$ cat src/rtl/d_cache_wb_unit_pkg.sv
// Shared definitions for the D-cache dirty-line writeback engine:
// constants, AXI response codes and the writeback FSM encoding.
package d_cache_wb_unit_pkg;

  localparam logic [63:0] ZEROWORD           = 64'h0;
  localparam logic [1:0]  RESP_OKAY          = 2'b00;
  localparam int          WORDS_PER_LINE_DEF = 4;

  typedef enum logic [1:0] {
    ST_IDLE = 2'd0,
    ST_ADDR = 2'd1,
    ST_DATA = 2'd2,
    ST_RESP = 2'd3
  } wb_state_e;

endpackage

$ cat src/rtl/d_cache_wb_unit_if.sv
// Request, data-RAM and AW/W/B bus signals of the writeback unit.
// Every valid/ready pair transfers on a cycle where both are high; the sender
// keeps valid and its payload stable until that cycle and never waits for ready.
interface d_cache_wb_unit_if #(
  parameter int LINE_IDX_W = 4,
  parameter int ADDR_W     = 64
);
  logic                  wb_req_valid;
  logic                  wb_req_ready;
  logic [LINE_IDX_W-1:0] wb_line_idx;
  logic [ADDR_W-1:0]     wb_addr;
  logic                  wb_done;
  logic                  wb_err;

  logic                  ram_req;
  logic [5:0]            ram_addr;
  logic [7:0]            ram_wen;
  logic [63:0]           ram_rdata;

  logic                  aw_valid;
  logic                  aw_ready;
  logic [ADDR_W-1:0]     aw_addr;
  logic [7:0]            aw_len;
  logic                  w_valid;
  logic                  w_ready;
  logic [63:0]           w_data;
  logic [7:0]            w_strb;
  logic                  w_last;
  logic                  b_valid;
  logic                  b_ready;
  logic [1:0]            b_resp;

  modport master (
    input  wb_req_valid, wb_line_idx, wb_addr, ram_rdata,
    input  aw_ready, w_ready, b_valid, b_resp,
    output wb_req_ready, wb_done, wb_err, ram_req, ram_addr, ram_wen,
    output aw_valid, aw_addr, aw_len, w_valid, w_data, w_strb, w_last, b_ready
  );

  modport slave (
    output wb_req_valid, wb_line_idx, wb_addr, ram_rdata,
    output aw_ready, w_ready, b_valid, b_resp,
    input  wb_req_ready, wb_done, wb_err, ram_req, ram_addr, ram_wen,
    input  aw_valid, aw_addr, aw_len, w_valid, w_data, w_strb, w_last, b_ready
  );
endinterface

$ cat src/rtl/d_cache_wb_fifo.sv
// Two-entry 64-bit FIFO between the RAM read pipeline and the W channel.
// Push and pop in the same cycle are accepted even when full.
module d_cache_wb_fifo
  import d_cache_wb_unit_pkg::*;
(
  input  logic        clk,
  input  logic        rst,
  input  logic        push,
  input  logic [63:0] push_data,
  input  logic        pop,
  output logic [63:0] head,
  output logic        full,
  output logic        empty,
  output logic [1:0]  count
);
  logic [63:0] mem [2];
  logic        wr_ptr;
  logic        rd_ptr;
  logic        do_push;
  logic        do_pop;

  assign empty   = (count == 2'd0);
  assign full    = (count == 2'd2);
  assign do_pop  = pop && !empty;
  assign do_push = push && (!full || do_pop);
  assign head    = mem[rd_ptr];

  always_ff @(posedge clk or negedge rst) begin
    if (!rst) begin
      mem[0] <= ZEROWORD;
      mem[1] <= ZEROWORD;
      wr_ptr <= 1'b0;
      rd_ptr <= 1'b0;
      count  <= 2'd0;
    end else begin
      if (do_push) begin
        mem[wr_ptr] <= push_data;
        wr_ptr      <= ~wr_ptr;
      end
      if (do_pop) rd_ptr <= ~rd_ptr;
      count <= count + {1'b0, do_push} - {1'b0, do_pop};
    end
  end
endmodule

$ cat src/rtl/d_cache_wb_unit.sv
// Dirty-line writeback engine: reads one line out of the 64x64 data RAM
// (1-cycle read latency) and sends it to memory as a single AW/W/B burst.
module d_cache_wb_unit
  import d_cache_wb_unit_pkg::*;
#(
  parameter int WORDS_PER_LINE = WORDS_PER_LINE_DEF,
  parameter int LINE_IDX_W     = 6 - $clog2(WORDS_PER_LINE),
  parameter int ADDR_W         = 64
) (
  input  logic              clk,
  input  logic              rst,
  d_cache_wb_unit_if.master bus,
  output wb_state_e         dbg_state
);
  localparam int                WI         = $clog2(WORDS_PER_LINE);
  localparam int                CW         = WI + 1;
  localparam logic [CW-1:0]     N_WORDS    = CW'(WORDS_PER_LINE);
  localparam logic [CW-1:0]     LAST_IDX   = CW'(WORDS_PER_LINE - 1);
  localparam logic [ADDR_W-1:0] ALIGN_MASK = ~ADDR_W'(WORDS_PER_LINE * 8 - 1);

  wb_state_e             state;
  wb_state_e             next_state;
  logic [LINE_IDX_W-1:0] line_q;
  logic [ADDR_W-1:0]     addr_q;
  logic [CW-1:0]         rd_cnt;
  logic [CW-1:0]         wr_cnt;
  logic                  inflight;

  logic                  accept;
  logic                  rd_phase;
  logic                  issue;
  logic                  w_valid_int;
  logic                  w_last_int;
  logic                  pop;
  logic [63:0]           fifo_head;
  logic                  fifo_full;
  logic                  fifo_empty;
  logic [1:0]            fifo_count;

  assign accept   = (state == ST_IDLE) && bus.wb_req_valid;
  assign rd_phase = (state == ST_ADDR) || (state == ST_DATA);
  // Buffered plus in-flight words never exceed the two FIFO slots.
  assign issue    = rd_phase && (rd_cnt < N_WORDS) && !fifo_full &&
                    (({1'b0, fifo_count} + {2'b00, inflight}) < 3'd2);
  assign pop      = w_valid_int && bus.w_ready;

  always_ff @(posedge clk or negedge rst) begin
    if (!rst) state <= ST_IDLE;
    else      state <= next_state;
  end

  always_comb begin
    next_state = state;
    case (state)
      ST_IDLE: if (bus.wb_req_valid)     next_state = ST_ADDR;
      ST_ADDR: if (bus.aw_ready)         next_state = ST_DATA;
      ST_DATA: if (pop && w_last_int)    next_state = ST_RESP;
      ST_RESP: if (bus.b_valid)          next_state = ST_IDLE;
      default:                           next_state = ST_IDLE;
    endcase
  end

  always_comb begin
    w_valid_int      = (state == ST_DATA) && !fifo_empty;
    w_last_int       = w_valid_int && (wr_cnt == LAST_IDX);
    bus.wb_req_ready = (state == ST_IDLE);
    bus.aw_valid     = (state == ST_ADDR);
    bus.w_valid      = w_valid_int;
    bus.w_last       = w_last_int;
    bus.b_ready      = (state == ST_RESP);
    bus.wb_done      = (state == ST_RESP) && bus.b_valid;
    bus.wb_err       = bus.wb_done && (bus.b_resp != RESP_OKAY);
  end

  always_ff @(posedge clk or negedge rst) begin
    if (!rst) begin
      line_q   <= '0;
      addr_q   <= '0;
      rd_cnt   <= '0;
      wr_cnt   <= '0;
      inflight <= 1'b0;
    end else begin
      inflight <= issue;
      if (accept) begin
        line_q <= bus.wb_line_idx;
        addr_q <= bus.wb_addr & ALIGN_MASK;
        rd_cnt <= '0;
        wr_cnt <= '0;
      end else begin
        if (issue) rd_cnt <= rd_cnt + CW'(1);
        if (pop)   wr_cnt <= wr_cnt + CW'(1);
      end
    end
  end

  d_cache_wb_fifo u_fifo (
    .clk       (clk),
    .rst       (rst),
    .push      (inflight),
    .push_data (bus.ram_rdata),
    .pop       (pop),
    .head      (fifo_head),
    .full      (fifo_full),
    .empty     (fifo_empty),
    .count     (fifo_count)
  );

  // The RAM port stays claimed until the last word's data has been captured.
  assign bus.ram_req  = rd_phase && ((rd_cnt != N_WORDS) || inflight);
  assign bus.ram_addr = {line_q, rd_cnt[WI-1:0]};
  assign bus.ram_wen  = 8'h00;
  assign bus.aw_addr  = addr_q;
  assign bus.aw_len   = 8'(WORDS_PER_LINE - 1);
  assign bus.w_data   = fifo_head;
  assign bus.w_strb   = 8'hFF;
  assign dbg_state    = state;

endmodule

$ cat src/flat_wrapper.sv
// flat-port wrapper written by rule: the top's interface ports become plain ports
module d_cache_wb_unit_flat import d_cache_wb_unit_pkg::*;
#(
  parameter int WORDS_PER_LINE = WORDS_PER_LINE_DEF,
  parameter int LINE_IDX_W     = 6 - $clog2(WORDS_PER_LINE),
  parameter int ADDR_W         = 64
)
  (clk, rst, dbg_state, bus_wb_req_valid, bus_wb_line_idx, bus_wb_addr, bus_ram_rdata, bus_aw_ready, bus_w_ready, bus_b_valid, bus_b_resp, bus_wb_req_ready, bus_wb_done, bus_wb_err, bus_ram_req, bus_ram_addr, bus_ram_wen, bus_aw_valid, bus_aw_addr, bus_aw_len, bus_w_valid, bus_w_data, bus_w_strb, bus_w_last, bus_b_ready);
  d_cache_wb_unit_if #(.LINE_IDX_W(LINE_IDX_W), .ADDR_W(ADDR_W)) bus_i ();
  input  logic clk;
  input  logic rst;
  output wb_state_e dbg_state;
  input wire logic [$bits(bus_i.wb_req_valid)-1:0] bus_wb_req_valid;
  input wire logic [$bits(bus_i.wb_line_idx)-1:0] bus_wb_line_idx;
  input wire logic [$bits(bus_i.wb_addr)-1:0] bus_wb_addr;
  input wire logic [$bits(bus_i.ram_rdata)-1:0] bus_ram_rdata;
  input wire logic [$bits(bus_i.aw_ready)-1:0] bus_aw_ready;
  input wire logic [$bits(bus_i.w_ready)-1:0] bus_w_ready;
  input wire logic [$bits(bus_i.b_valid)-1:0] bus_b_valid;
  input wire logic [$bits(bus_i.b_resp)-1:0] bus_b_resp;
  output wire logic [$bits(bus_i.wb_req_ready)-1:0] bus_wb_req_ready;
  output wire logic [$bits(bus_i.wb_done)-1:0] bus_wb_done;
  output wire logic [$bits(bus_i.wb_err)-1:0] bus_wb_err;
  output wire logic [$bits(bus_i.ram_req)-1:0] bus_ram_req;
  output wire logic [$bits(bus_i.ram_addr)-1:0] bus_ram_addr;
  output wire logic [$bits(bus_i.ram_wen)-1:0] bus_ram_wen;
  output wire logic [$bits(bus_i.aw_valid)-1:0] bus_aw_valid;
  output wire logic [$bits(bus_i.aw_addr)-1:0] bus_aw_addr;
  output wire logic [$bits(bus_i.aw_len)-1:0] bus_aw_len;
  output wire logic [$bits(bus_i.w_valid)-1:0] bus_w_valid;
  output wire logic [$bits(bus_i.w_data)-1:0] bus_w_data;
  output wire logic [$bits(bus_i.w_strb)-1:0] bus_w_strb;
  output wire logic [$bits(bus_i.w_last)-1:0] bus_w_last;
  output wire logic [$bits(bus_i.b_ready)-1:0] bus_b_ready;
  assign bus_i.wb_req_valid = bus_wb_req_valid;
  assign bus_i.wb_line_idx = bus_wb_line_idx;
  assign bus_i.wb_addr = bus_wb_addr;
  assign bus_i.ram_rdata = bus_ram_rdata;
  assign bus_i.aw_ready = bus_aw_ready;
  assign bus_i.w_ready = bus_w_ready;
  assign bus_i.b_valid = bus_b_valid;
  assign bus_i.b_resp = bus_b_resp;
  assign bus_wb_req_ready = bus_i.wb_req_ready;
  assign bus_wb_done = bus_i.wb_done;
  assign bus_wb_err = bus_i.wb_err;
  assign bus_ram_req = bus_i.ram_req;
  assign bus_ram_addr = bus_i.ram_addr;
  assign bus_ram_wen = bus_i.ram_wen;
  assign bus_aw_valid = bus_i.aw_valid;
  assign bus_aw_addr = bus_i.aw_addr;
  assign bus_aw_len = bus_i.aw_len;
  assign bus_w_valid = bus_i.w_valid;
  assign bus_w_data = bus_i.w_data;
  assign bus_w_strb = bus_i.w_strb;
  assign bus_w_last = bus_i.w_last;
  assign bus_b_ready = bus_i.b_ready;
  d_cache_wb_unit #(.WORDS_PER_LINE(WORDS_PER_LINE), .LINE_IDX_W(LINE_IDX_W), .ADDR_W(ADDR_W)) u_core (.clk(clk), .rst(rst), .bus(bus_i), .dbg_state(dbg_state));
endmodule
$ cat config.mk
export PLATFORM = sky130hd
export DESIGN_NAME = d_cache_wb_unit_flat
export DESIGN_NICKNAME = d
export VERILOG_FILES = /design/src/rtl/d_cache_wb_unit_pkg.sv /design/src/rtl/d_cache_wb_unit_if.sv /design/src/rtl/d_cache_wb_fifo.sv /design/src/rtl/d_cache_wb_unit.sv /design/src/flat_wrapper.sv
export SDC_FILE = /design/constraint.sdc
export NUM_CORES = 1
export LEC_CHECK = 0
export ABC_AREA = 1
export CAP_MARGIN = 10
export CORE_MARGIN = 10
export CORE_UTILIZATION = 48
export CTS_BUF_LIST = sky130_fd_sc_hd__clkbuf_8
export CTS_CLUSTER_DIAMETER = 200
export DETAILED_ROUTE_END_ITERATION = 7
export HOLD_SLACK_MARGIN = 0.15
export PLACE_DENSITY = 0.81
export RECOVER_POWER = 100
export SETUP_SLACK_MARGIN = 0.02
export SLEW_MARGIN = 15
export SYNTH_ARGS = -nofsm -noshare
export SYNTH_HDL_FRONTEND = slang
export SYNTH_SLANG_ARGS = --single-unit
$ cat constraint.sdc
create_clock -name clk -period 2.85 [get_ports clk]
set_clock_uncertainty 0.05 [all_clocks]
set_input_delay 0.4275 -clock clk [delete_from_list [all_inputs] [get_ports clk]]
set_output_delay 0.4275 -clock clk [all_outputs]
set_load 0.05 [all_outputs]
==> summary.txt <==
Routing
  – Starting DRT DRC Count: 481
  – Routed vias: 8,627
  – DRC Markers: 0
  – Vias per inst: 5.06
  – TritonRoute pass-1 iters: 8
  – Number of nets with antenna violations after routing: 0
  – DR WL/cell: 16.9 um
  – Final wirelength: about 29,000 um

Placed design
  – Cells after DPL: 1,639
  – RePlAce Congestion: 0.768
  – Placed Instance Area: ~12,000 um2
  – Pre-CTS setup slack: 489 ps
  – Post-DP HPWL: 19,100 um
  – PortBufs: between 200 and 300

CTS
  – Root buf cell: clkbuf_8
  – CTS max path bufs: 3
  – Worst-Skew Late Latency: 530 ps
  – # H-tree levels: 2
  – # Post-CTS Setup Buffers: 0
  – Reg clk slew, reported paths: around 50 ps
  – TritonCTS clock tree: yes
  – CTS Buf Count: 36
  – Clock sinks: 204

Run
  – Max-Cap Viols: 2

Power and ir drop
  – Lkg Pwr: about 7 nW
  – Cell Pwr Density: 1390 nW/um2
  – Worst IR drop on VDD: 913 uV
  – Total Power: roughly 17 mW

Worst hold path
  – Hold Path Class: in2reg

Die
  – FP Rows: 51
  – Die footprint: between 20,000 and 30,000 um2
  – Die X: 161 um
  – Initial Utilization: 48.8%
  – Die Ht: 161 um
  – Top Ports: 308
  – Core ar.: 19,500 um2

Yosys
  – Distinct cells, synth: 24
  – Synth Warn #: 0
  – Post-Syn Area per Cell: 8.13 um2
  – Most used flip-flop cell after synthesis: dfrtp_1
  – Cells after Synth: between 1,000 and 1,500
  – FF+latch count, synth: a little over 200
  – Sequential area share after synthesis: 53.7%
  – Synthesized area: ~9500 um2
  – Fraction of registers with async set/reset: 100%
  – Post-synth EDFFs: 0

Setup path
  – Slowest cell on the critical path: dlygate4sd3_1
  – Worst path bufs/invs: 1
  – Critical path class: reg2out
  – Critical-path cell list: ha_1 > nand2_1 > nor2_1 > dlygate4sd3_1
  – CP arrival: 2180 ps
  – CP required: between 2000 and 2500 ps
  – CP Max Fanout: 5
  – Max stage delay on crit path: 880 ps
  – Crit. End Element: primary output
  – CP delay by family, top: buffers and inverters
  – CP startpoint kind: flop

Global routing
  – Vias in the first global route: 8,554
  – Gr usage total: between 20% and 30%
  – Gr ovfl total: 0
  – First-pass GRT wire length: ~47,000 um
  – Pin count of the biggest net entering global routing: 84
  – Initial antenna violation count: 2

STA
  – Tightest Pin Transition: 1850 ps
  – Fin crit period: 2660 ps
  – Max-Slew Margin vs Limit: -23.2%
  – Max Slew Vio Count: 154
  – Fin Hold WS: 383 ps
  – Period utilization: 93.2%
  – Post-Route Setup TNS: 0 ps
  – Final setup margin: 194 ps
  – Setup repair after global routing missed its margin: no
  – Final count of negative-setup-slack endpoints: 0
  – Hold Violations, Final: 0
  – Fmax: 0.377 GHz

Cells and area
  – Layout cell share with drive strength beyond 1: 10.2%
  – Design Area, Final: 12,600 um2
  – Finished Layout Cells: 1,704
  – Fill cell count: around 1,600
  – Number of diodes: 0
  – Area growth syn-to-layout: 32.4%
  – Most frequent cells in the layout: 656 x nand2_1, 201 x dfrtp_1, 133 x clkdlybuf4s50_1
  – Final core occ: 64.6%
  – Layout Nets: about 1,600
  – Commonest non-fill, non-tap cell in the layout: nand2_1

Status
  – Run status: finished, violations left
  – Violated checks: capacitance limit, slew limit
-- routing by layer --
metal | GRT usage (%) | vias up | share of wire [%]
li1 | - | 4163 | -
met1 | 27.6 | 4049 | 39
met2 | 34.1 | 377 | 47
met3 | 10.3 | 34 | 12
met4 | 4.55 | 4 | 1.1
met5 | 0 | - | 0.094
-- sequential cells by signal, summed over array words and instances, names as in the netlist --
name                  count
u_core.inflight           1
u_core.wr_cnt             3
u_core.u_fifo.wr_ptr      1
u_core.dbg_state          2
u_core.bus.aw_addr       59
u_core.u_fifo.count       2
u_core.rd_cnt             3
u_core.u_fifo.rd_ptr      1
u_core.u_fifo.mem       128
u_core.line_q             4
-- worst register-to-register path: cells and delay by family (launching register included) --
kind	cells	cell delay (ps)
AND/OR/NAND/NOR	5	1000
flip-flops	1	410
buffers and inverters	2	720
adder cells (fa/ha/maj)	1	240
-- cells by family (layout without fill, tap and decap cells) --
| family | count (synthesis) | after routing | share of synthesized area (%) |
|---|---|---|---|
| other | 2 | 29 | 0.0790 |
| buffers and inverters | 136 | 379 | 8.42 |
| DFF | 204 | 204 | 53.7 |
| xor gates and xnor gates | 3 | 3 | 0.277 |
| and+or+nand+nor | 807 | 807 | 35.8 |
| adders and majority gates | 10 | 10 | 1.32 |
| AOI/OAI and AO/OA | 7 | 7 | 0.395 |
-- cell type report --
type                            instances  area, um2  area share (%)
Clock buffer                           47        647            5.14
Multi-Input combinational cell        856       3680            29.2
Sequential cell                       204       5110            40.6
Tap cell                              265        332            2.64
Inverter                               21       78.8           0.627
Timing Repair Buffer                  294       2660            21.1
Clock inverter                         17       72.6           0.577
-- path summary, 6_finish.rpt --
kind	start	depth (start not counted)	slack (ps)	endpoint
max	u_core.dbg_state[1]	4	190	bus_wb_err
min	bus_wb_addr[46]	3	380	u_core.bus.aw_addr[46]
min reg2reg	u_core.u_fifo.mem[116]	2	420	u_core.u_fifo.mem[116]
max in group asynchronous	rst	3	390	u_core.line_q[2]
min in group asynchronous	rst	2	920	u_core.u_fifo.mem[110]
max reg2reg	u_core.dbg_state[0]	8	290	u_core.u_fifo.mem[16]
-- cell usage after synthesis, types with 2 or more instances --
cell      number  area share [%]
inv_2          2           0.079
nand2_1      655              26
clkbuf_1      33             1.3
o21ai_0        5            0.26
buf_1          5            0.20
nand3_2        2            0.21
conb_1         2           0.079
buf_2         27             1.4
buf_4         32             2.5
nand3_1        5            0.26
buf_6         18             2.1
nand4_1      130             8.6
dfrtp_1      204              54
ha_1          10             1.3
inv_1         19            0.75
xor2_1         2            0.18
nor2_1        11            0.43
-- power by group --
part	switching, mW	internal (mW)	leakage (nW)
combinational	7.41	2.48	3.84
sequential	0.699	4.22	2.56
clock	1.16	1.47	0.417
total	9.27	8.17	6.82
-- what timing repair did --
action / 4_1_cts / 5_1_grt
resized for setup: 3 / 0
hold buffers: 1 / 0
endpoints found under the setup margin: 3 / 0
endpoints found under the hold margin: 67 / 0
No activity file was read; power rests on OpenSTA's default activity.
